==> src/rtl/pipeline.sv <==
// Shared core pipeline definitions used by the memory arbiter and its
// requester interfaces.
//   ADDR_W / DATA_W / SEL_W : widths of the core-to-cache (c2c) buses
//   mem_grant_e             : which requester currently owns the memory port
//   REQ_* / NUM_REQ         : bit positions of each requester in request vectors
//   grant_onehot()          : grant enum -> request-vector mask of the owner
package pipeline;

  localparam int ADDR_W = 32;
  localparam int DATA_W = 32;
  localparam int SEL_W  = 4;

  localparam int NUM_REQ    = 3;
  localparam int REQ_INSTR  = 0;
  localparam int REQ_DATA_R = 1;
  localparam int REQ_DATA_W = 2;

  typedef enum logic [1:0] {
    GNT_NONE   = 2'd0,
    GNT_INSTR  = 2'd1,
    GNT_DATA_R = 2'd2,
    GNT_DATA_W = 2'd3
  } mem_grant_e;

  // Maps a grant onto the request-vector bit of the requester that holds it,
  // so the top can test "is my owner still asking" and exclude the owner
  // from the re-pick on a completing transfer.
  function automatic logic [NUM_REQ-1:0] grant_onehot(input mem_grant_e g);
    logic [NUM_REQ-1:0] m;
    m = '0;
    case (g)
      GNT_INSTR:  m[REQ_INSTR]  = 1'b1;
      GNT_DATA_R: m[REQ_DATA_R] = 1'b1;
      GNT_DATA_W: m[REQ_DATA_W] = 1'b1;
      default:    m = '0;
    endcase
    return m;
  endfunction

endpackage

==> src/rtl/c2c_r.sv <==
// Core-to-cache read bus.
//   master : drives re, addr, sel; receives data, ack
//   slave  : receives re, addr, sel; drives data, ack
// re is a level held by the master until it sees ack.
interface c2c_r;
  import pipeline::*;

  logic              re;
  logic [ADDR_W-1:0] addr;
  logic [SEL_W-1:0]  sel;
  logic [DATA_W-1:0] data;
  logic              ack;

  modport master (output re, addr, sel, input data, ack);
  modport slave  (input re, addr, sel, output data, ack);
endinterface

==> src/rtl/c2c_w.sv <==
// Core-to-cache write bus.
//   master : drives we, addr, data, sel; receives ack
//   slave  : receives we, addr, data, sel; drives ack
// we is a level held by the master until it sees ack.
interface c2c_w;
  import pipeline::*;

  logic              we;
  logic [ADDR_W-1:0] addr;
  logic [DATA_W-1:0] data;
  logic [SEL_W-1:0]  sel;
  logic              ack;

  modport master (output we, addr, data, sel, input ack);
  modport slave  (input we, addr, data, sel, output ack);
endinterface

==> src/rtl/mem_arb_pick.sv <==
// Combinational priority picker for the memory arbiter.
//   req        : live request levels (indexed by REQ_*)
//   excl       : requesters not eligible this pick (the one just completing)
//   streak_sat : data has won enough times in a row; fetch must go next
//   pick       : grant to load into the grant register
// Order is store > load > fetch, except that a saturated data streak hands
// the port to a waiting fetch.
module mem_arb_pick
  import pipeline::*;
(
  input  logic [NUM_REQ-1:0] req,
  input  logic [NUM_REQ-1:0] excl,
  input  logic               streak_sat,
  output mem_grant_e         pick
);

  logic [NUM_REQ-1:0] avail;

  assign avail = req & ~excl;

  // Fixed-priority selection with the anti-starvation override on top.
  always_comb begin
    pick = GNT_NONE;
    if (streak_sat && avail[REQ_INSTR]) begin
      pick = GNT_INSTR;
    end else if (avail[REQ_DATA_W]) begin
      pick = GNT_DATA_W;
    end else if (avail[REQ_DATA_R]) begin
      pick = GNT_DATA_R;
    end else if (avail[REQ_INSTR]) begin
      pick = GNT_INSTR;
    end
  end

endmodule

==> src/rtl/mem_arbiter.sv <==
// Shares one memory port (read + write) between instruction fetch and the LSU.
//   clk, rst_n   : core clock, synchronous active-low reset
//   instr_bus_r  : fetch read requester
//   data_bus_r   : LSU read requester
//   data_bus_w   : LSU write requester
//   mem_bus_r    : shared memory read port
//   mem_bus_w    : shared memory write port
// A registered grant picks one owner; the owner's strobe, address, select
// and write data are forwarded combinationally, and the memory ack is routed
// back only to the owner. The grant is released on ack (with an immediate
// re-pick among the others) or when the owner withdraws its request.
// MAX_DATA_STREAK must be at least 1.
module mem_arbiter
  import pipeline::*;
#(
  parameter int MAX_DATA_STREAK = 4
) (
  input logic  clk,
  input logic  rst_n,
  c2c_r.slave  instr_bus_r,
  c2c_r.slave  data_bus_r,
  c2c_w.slave  data_bus_w,
  c2c_r.master mem_bus_r,
  c2c_w.master mem_bus_w
);

  localparam int STREAK_W = $clog2(MAX_DATA_STREAK + 1);
  localparam logic [STREAK_W-1:0] STREAK_MAX = STREAK_W'(MAX_DATA_STREAK);

  mem_grant_e          grant_q;
  mem_grant_e          grant_d;
  mem_grant_e          pick;
  logic [NUM_REQ-1:0]  req;
  logic [NUM_REQ-1:0]  grant_oh;
  logic [STREAK_W-1:0] streak_q;
  logic                streak_sat;
  logic                granted_ack;
  logic                data_issue;

  assign req[REQ_INSTR]  = instr_bus_r.re;
  assign req[REQ_DATA_R] = data_bus_r.re;
  assign req[REQ_DATA_W] = data_bus_w.we;

  assign grant_oh   = grant_onehot(grant_q);
  assign streak_sat = (streak_q == STREAK_MAX);

  // Excluding the current owner keeps a requester whose level is still high
  // on its own ack edge from being served twice for one request.
  mem_arb_pick u_pick (
    .req        (req),
    .excl       (grant_oh),
    .streak_sat (streak_sat),
    .pick       (pick)
  );

  // Only the ack belonging to the owner's direction completes the transfer;
  // acks on the other port or with no owner are ignored.
  always_comb begin
    case (grant_q)
      GNT_INSTR, GNT_DATA_R: granted_ack = mem_bus_r.ack;
      GNT_DATA_W:            granted_ack = mem_bus_w.ack;
      default:               granted_ack = 1'b0;
    endcase
  end

  // Next grant: pick when idle or on completion, drop to idle if the owner
  // withdraws before its ack, otherwise hold.
  always_comb begin
    grant_d = grant_q;
    if (grant_q == GNT_NONE || granted_ack) begin
      grant_d = pick;
    end else if ((req & grant_oh) == '0) begin
      grant_d = GNT_NONE;
    end
  end

  // A data grant is "issued" only on the edge it is newly loaded; holding a
  // data grant across wait cycles does not extend the streak.
  assign data_issue = ((grant_d == GNT_DATA_R) || (grant_d == GNT_DATA_W)) &&
                      (grant_d != grant_q);

  // Grant register.
  always_ff @(posedge clk) begin
    if (!rst_n) begin
      grant_q <= GNT_NONE;
    end else begin
      grant_q <= grant_d;
    end
  end

  // Consecutive data grants while fetch waits; saturates so the picker keeps
  // forcing fetch until fetch is actually granted or stops asking.
  always_ff @(posedge clk) begin
    if (!rst_n) begin
      streak_q <= '0;
    end else if (!instr_bus_r.re || grant_d == GNT_INSTR) begin
      streak_q <= '0;
    end else if (data_issue && !streak_sat) begin
      streak_q <= streak_q + 1'b1;
    end
  end

  // Read data is shared; only the ack tells a requester the data is theirs.
  assign instr_bus_r.data = mem_bus_r.data;
  assign data_bus_r.data  = mem_bus_r.data;

  // Forward the owner's request to memory and route the ack back. The strobe
  // follows the owner's live request so a withdrawal drops it immediately.
  always_comb begin
    mem_bus_r.re    = 1'b0;
    mem_bus_r.addr  = '0;
    mem_bus_r.sel   = '0;
    mem_bus_w.we    = 1'b0;
    mem_bus_w.addr  = '0;
    mem_bus_w.data  = '0;
    mem_bus_w.sel   = '0;
    instr_bus_r.ack = 1'b0;
    data_bus_r.ack  = 1'b0;
    data_bus_w.ack  = 1'b0;
    case (grant_q)
      GNT_INSTR: begin
        mem_bus_r.re    = instr_bus_r.re;
        mem_bus_r.addr  = instr_bus_r.addr;
        mem_bus_r.sel   = instr_bus_r.sel;
        instr_bus_r.ack = mem_bus_r.ack;
      end
      GNT_DATA_R: begin
        mem_bus_r.re   = data_bus_r.re;
        mem_bus_r.addr = data_bus_r.addr;
        mem_bus_r.sel  = data_bus_r.sel;
        data_bus_r.ack = mem_bus_r.ack;
      end
      GNT_DATA_W: begin
        mem_bus_w.we   = data_bus_w.we;
        mem_bus_w.addr = data_bus_w.addr;
        mem_bus_w.data = data_bus_w.data;
        mem_bus_w.sel  = data_bus_w.sel;
        data_bus_w.ack = mem_bus_w.ack;
      end
      default: begin
      end
    endcase
  end

endmodule
==> src/flat_wrapper.sv <==
// flat-port wrapper written by rule: the top's interface ports become plain ports
module mem_arbiter_flat import pipeline::*;
#(
  parameter int MAX_DATA_STREAK = 4
)
  (clk, rst_n, instr_bus_r_re, instr_bus_r_addr, instr_bus_r_sel, instr_bus_r_data, instr_bus_r_ack, data_bus_r_re, data_bus_r_addr, data_bus_r_sel, data_bus_r_data, data_bus_r_ack, data_bus_w_we, data_bus_w_addr, data_bus_w_data, data_bus_w_sel, data_bus_w_ack, mem_bus_r_re, mem_bus_r_addr, mem_bus_r_sel, mem_bus_r_data, mem_bus_r_ack, mem_bus_w_we, mem_bus_w_addr, mem_bus_w_data, mem_bus_w_sel, mem_bus_w_ack);
  c2c_r instr_bus_r_i ();
  c2c_r data_bus_r_i ();
  c2c_w data_bus_w_i ();
  c2c_r mem_bus_r_i ();
  c2c_w mem_bus_w_i ();
  input logic clk;
  input logic rst_n;
  input wire logic [$bits(instr_bus_r_i.re)-1:0] instr_bus_r_re;
  input wire logic [$bits(instr_bus_r_i.addr)-1:0] instr_bus_r_addr;
  input wire logic [$bits(instr_bus_r_i.sel)-1:0] instr_bus_r_sel;
  output wire logic [$bits(instr_bus_r_i.data)-1:0] instr_bus_r_data;
  output wire logic [$bits(instr_bus_r_i.ack)-1:0] instr_bus_r_ack;
  input wire logic [$bits(data_bus_r_i.re)-1:0] data_bus_r_re;
  input wire logic [$bits(data_bus_r_i.addr)-1:0] data_bus_r_addr;
  input wire logic [$bits(data_bus_r_i.sel)-1:0] data_bus_r_sel;
  output wire logic [$bits(data_bus_r_i.data)-1:0] data_bus_r_data;
  output wire logic [$bits(data_bus_r_i.ack)-1:0] data_bus_r_ack;
  input wire logic [$bits(data_bus_w_i.we)-1:0] data_bus_w_we;
  input wire logic [$bits(data_bus_w_i.addr)-1:0] data_bus_w_addr;
  input wire logic [$bits(data_bus_w_i.data)-1:0] data_bus_w_data;
  input wire logic [$bits(data_bus_w_i.sel)-1:0] data_bus_w_sel;
  output wire logic [$bits(data_bus_w_i.ack)-1:0] data_bus_w_ack;
  output wire logic [$bits(mem_bus_r_i.re)-1:0] mem_bus_r_re;
  output wire logic [$bits(mem_bus_r_i.addr)-1:0] mem_bus_r_addr;
  output wire logic [$bits(mem_bus_r_i.sel)-1:0] mem_bus_r_sel;
  input wire logic [$bits(mem_bus_r_i.data)-1:0] mem_bus_r_data;
  input wire logic [$bits(mem_bus_r_i.ack)-1:0] mem_bus_r_ack;
  output wire logic [$bits(mem_bus_w_i.we)-1:0] mem_bus_w_we;
  output wire logic [$bits(mem_bus_w_i.addr)-1:0] mem_bus_w_addr;
  output wire logic [$bits(mem_bus_w_i.data)-1:0] mem_bus_w_data;
  output wire logic [$bits(mem_bus_w_i.sel)-1:0] mem_bus_w_sel;
  input wire logic [$bits(mem_bus_w_i.ack)-1:0] mem_bus_w_ack;
  assign instr_bus_r_i.re = instr_bus_r_re;
  assign instr_bus_r_i.addr = instr_bus_r_addr;
  assign instr_bus_r_i.sel = instr_bus_r_sel;
  assign instr_bus_r_data = instr_bus_r_i.data;
  assign instr_bus_r_ack = instr_bus_r_i.ack;
  assign data_bus_r_i.re = data_bus_r_re;
  assign data_bus_r_i.addr = data_bus_r_addr;
  assign data_bus_r_i.sel = data_bus_r_sel;
  assign data_bus_r_data = data_bus_r_i.data;
  assign data_bus_r_ack = data_bus_r_i.ack;
  assign data_bus_w_i.we = data_bus_w_we;
  assign data_bus_w_i.addr = data_bus_w_addr;
  assign data_bus_w_i.data = data_bus_w_data;
  assign data_bus_w_i.sel = data_bus_w_sel;
  assign data_bus_w_ack = data_bus_w_i.ack;
  assign mem_bus_r_re = mem_bus_r_i.re;
  assign mem_bus_r_addr = mem_bus_r_i.addr;
  assign mem_bus_r_sel = mem_bus_r_i.sel;
  assign mem_bus_r_i.data = mem_bus_r_data;
  assign mem_bus_r_i.ack = mem_bus_r_ack;
  assign mem_bus_w_we = mem_bus_w_i.we;
  assign mem_bus_w_addr = mem_bus_w_i.addr;
  assign mem_bus_w_data = mem_bus_w_i.data;
  assign mem_bus_w_sel = mem_bus_w_i.sel;
  assign mem_bus_w_i.ack = mem_bus_w_ack;
  mem_arbiter #(.MAX_DATA_STREAK(MAX_DATA_STREAK)) u_core (.clk(clk), .rst_n(rst_n), .instr_bus_r(instr_bus_r_i), .data_bus_r(data_bus_r_i), .data_bus_w(data_bus_w_i), .mem_bus_r(mem_bus_r_i), .mem_bus_w(mem_bus_w_i));
endmodule
==> config.mk <==
export PLATFORM = sky130hd
export DESIGN_NAME = mem_arbiter_flat
export DESIGN_NICKNAME = d
export VERILOG_FILES = /design/src/rtl/pipeline.sv /design/src/rtl/c2c_r.sv /design/src/rtl/c2c_w.sv /design/src/rtl/mem_arb_pick.sv /design/src/rtl/mem_arbiter.sv /design/src/flat_wrapper.sv
export SDC_FILE = /design/constraint.sdc
export NUM_CORES = 1
export LEC_CHECK = 0
export ABC_AREA = 1
export CAP_MARGIN = 5
export CORE_AREA = 2 2 136 138
export DETAILED_ROUTE_END_ITERATION = 10
export DIE_AREA = 0 0 138 140
export SYNTH_ARGS = -nofsm -noshare
export SYNTH_HDL_FRONTEND = slang
export SYNTH_SLANG_ARGS = --single-unit
==> constraint.sdc <==
create_clock -name clk -period 3.1 [get_ports clk]
set_clock_uncertainty 0.05 [all_clocks]
set_input_delay 0.31 -clock clk [delete_from_list [all_inputs] [get_ports clk]]
set_output_delay 0.31 -clock clk [all_outputs]
set_load 0.05 [all_outputs]
==> impl_metrics.toml, run 1 <==
[sta]
period_needed_ps = 2691
min_period_over_period = 0.8681
setup_viol_count_final = 0
whs_ps = 478.7
max_freq_mhz = 371.6
slew_of_the_pin_with_the_lowest_slew_margin_ps = 620.4
finalSetupTns_ps = 0
grt_setup_unrepaired = "false"
relSlewSlack = 0.5858
final.setup.worst_slack_ps = 409.0
slew_viol_final = 0
report.final.hold_viol_count = 0

[place]
place.detailed.hpwl_um = 8714
post-place-ws_ps = 616.1
port_buffers = 255
globalplace.congestion = 0.7500

[synth]
synth-warning-count = 0
yosys_register_bits = 5
number_of_flops_mapped_to_enable_cells_by_yosys = 0
netlist_top_cells_count = "nand2_1, inv_1, buf_4"
syn-cell-area_um2 = 2064
yosys_most_used_dff = "dfxtp_1"
xor_xnor_share_of_the_synthesized_area = 0.004242
leading_cell_type_by_number_of_instances_after_synthesis = "nand2_1"
post-synth-top-area-fraction = 0.2909
yosysTopAreaCell = "nand2_1"
synth-simple-area-share = 0.3697
postSynthAreaPerCell_um2 = 5.060
synth.lib_cells_used.distinct = 20
yosys-mux-area-fraction = 0
synth_area_in_adders = 0.04848
mappedNetlistNets = 595
synth-async-reset-ratio = 0
synth_top_family_by_area = "buffers and inverters"
ys_top_cells_by_area = "nand2_1, buf_4, inv_1, a21oi_1, dfxtp_1"
seq_area_frac_synth = 0.04848
synth_compound_area_frac = 0.09879
number_of_instances_in_the_synthesized_netlist = 408

[setup_path]
timing.reg2reg.worst_path_depth = 11
crit_slowest_cell = "clkdlybuf4s50_1"
worst_path_largest_cell_delay_ps = 800
crit_required_ps = 2740
max_fo_critical_path = 63
timing_worst_setup_path_type = "reg -> out"
path_cells = "ha_2 > buf_12 > nand2_2 > inv_1 > clkdlybuf4s50_1"
critPathLaunch = "u_core.grant_q[1]$_SDFF_PN0_"
critical_path.startpoint_type = "flop"
worst_path_arrival_time_ps = 2330
critPathCaptureType = "output port"
timing.rr.end = "u_core.streak_q[1]$_SDFFE_PP0P_"
timing.reg2reg.setup_slack_ps = 1010
r2r_start = "u_core.grant_q[1]$_SDFF_PN0_"

[run_status]
run_status = "finished clean"

[global_routing]
pin_count_of_the_biggest_net_entering_global_routing = 64
antenna_found_initial = 1
grt.overflow.total = 0
global_route.usage.total = 0.09968
first_pass_grt_wire_length_um = 15680
first_global_vias = 2829

[layout]
filler_cell_count = 2014
layout.core_utilization = 0.2443
sequential_area_um2 = 100.1
layout-drive-gt1-share = 0.1193
synthToLayoutAreaGrowth_pct = 110.4
fin_nets = 775
multi_input_area_um2 = 1079

[die]
io_pins = 352
fp.coreArea_um2 = 17780
die_w_um = 138
die_area_um2 = 19320
initial_utilization = 0.1161
die_height_um = 140
fp-row-count = 49

[detailed_routing]
post_drt_wl_per_cell_um = 12.58
iteration_0_drc_count_of_the_detailed_router = 128
detail_route.wirelength_um = 10280
antenna_violating_nets_post_route = 0
detailedRoute.firstPassIterationCount = 4
route.vias.total = 2914
vias_per_cell = 3.567
route.detailed.drc = 0

[power]
power_leakage_nw = 2.242
power_per_cell_area_nw_per_um2 = 553.9
vdd_drop_max_v = 0.0003583

[clock_network]
post_cts.resized_instances = 0
cts_buffer_depth = 2
cts_root_buf = "clkbuf_16"
worst_skew_pair.late_latency_ps = 230
hold_bufs_at_cts = 0
post_cts.repair.setup_buffers = 0
tritoncts = "yes"
clkSlewWorstSetupHoldPaths_ps = 30
clock-sinks = 5
cts_bufs_inserted = 3
cts_max_level = 1

[worst_hold_path]
min_delay_path_depth = 2
holdCritPathClass = "reg -> reg"
min_delay_worst_endpoint = "u_core.streak_q[2]$_SDFFE_PP0P_"
hold_path.startpoint = "u_core.streak_q[2]$_SDFFE_PP0P_"

[run]
max-cap-violations = 0
[how the worst max path moves through the flow]
stage,end,slack (ps),cells after the start
2_1_floorplan,mem_bus_r_addr[29],820,6
3_3_place_gp,mem_bus_w_we,630,5
3_5_place_dp,mem_bus_w_we,620,5
4_1_cts,mem_bus_w_we,370,5
5_1_grt,mem_bus_w_data[5],240,5
6_report,mem_bus_w_we,410,5
[state kept, by name (all words and copies together), names as in the netlist]
name,count
u_core.streak_q,3
u_core.grant_q,2
[power by group]
part	total, mW	internal, mW	leakage, nW	switching (mW)
Combinational	2.08	0.668	2.16	1.42
Clock	0.213	0.170	0.0382	0.0427
Sequential	0.109	0.0868	0.0411	0.0223
[cells by family (layout without fill, tap and decap cells)]
kind of cell,Yosys count,after routing
buffers and inverters,168,347
XOR/XNOR,1,1
AO/OA/AOI/OAI,40,40
flip-flops,5,5
adder cells (fa/ha/maj),8,8
AND/OR/NAND/NOR,186,186
other,0,1
[area by class of cell]
type	instances	share of cell area
flip-flops and latches	5	0.02305
well taps	229	0.06598
multi-input cells	235	0.2483
repair buffers	258	0.5704
clock buffers	4	0.01815
inverters	85	0.07347
diodes	1	0.0005762
[layer usage]
metal  wire length (um)  track usage  up-vias
met5                  0            0        -
met4                517      0.05156        0
met3               1155      0.03761       50
met2               4645       0.1647      184
li1                   -            -     1469
met1               3962       0.1124     1211
[cells in the final DEF (no fill, tap or decap)]
cell type | netlist | final
nor2_4 | 1 | 1
nand2_1 | 160 | 160
ha_1 | 8 | 7
clkbuf_1 | 7 | 1
ha_2 | 0 | 1
nand4_1 | 1 | 1
inv_1 | 80 | 80
nor2_1 | 7 | 7
xnor2_1 | 1 | 1
diode_2 | 0 | 1
nand2_2 | 8 | 8
a21oi_2 | 1 | 1
a21oi_1 | 39 | 39
clkdlybuf4s50_1 | 0 | 211
nand3_1 | 5 | 5
nand3_2 | 1 | 1
buf_12 | 0 | 1
nand2_4 | 3 | 3
inv_2 | 5 | 5
dfxtp_1 | 5 | 5
buf_4 | 64 | 46
clkbuf_16 | 0 | 3
[critical path: cells and delay by family, from the launching register on]
family / cells / cell delay (ps)
buf+inv: 3 / 1150
fa+ha+maj: 1 / 370
simple gates: 1 / 120
flops: 1 / 410
[stage by stage]
stage / power [mW] / area (um^2) / std cells
5_1_grt: 2.592 / 4340 / 816
4_1_cts: 2.445 / 4340 / 816
3_3_place_gp: 2.224 / 4262 / 812
6_report: 2.406 / 4343 / 817
2_1_floorplan: 1.747 / 2064 / 408
3_5_place_dp: 2.221 / 4262 / 812
No activity file was read; power rests on OpenSTA's default activity.
==> inputs of run 2 (changes only) <==
--- a/config.mk
+++ b/config.mk
@@ -8,6 +8,7 @@
 export ABC_AREA = 1
 export CAP_MARGIN = 5
 export CORE_AREA = 2 2 136 138
+export CTS_CLUSTER_DIAMETER = 100
 export DETAILED_ROUTE_END_ITERATION = 10
 export DIE_AREA = 0 0 138 140
 export SYNTH_ARGS = -nofsm -noshare
==> results of run 2 <==
Same layout as run 1: the final DEF is identical, and so are final timing and power.
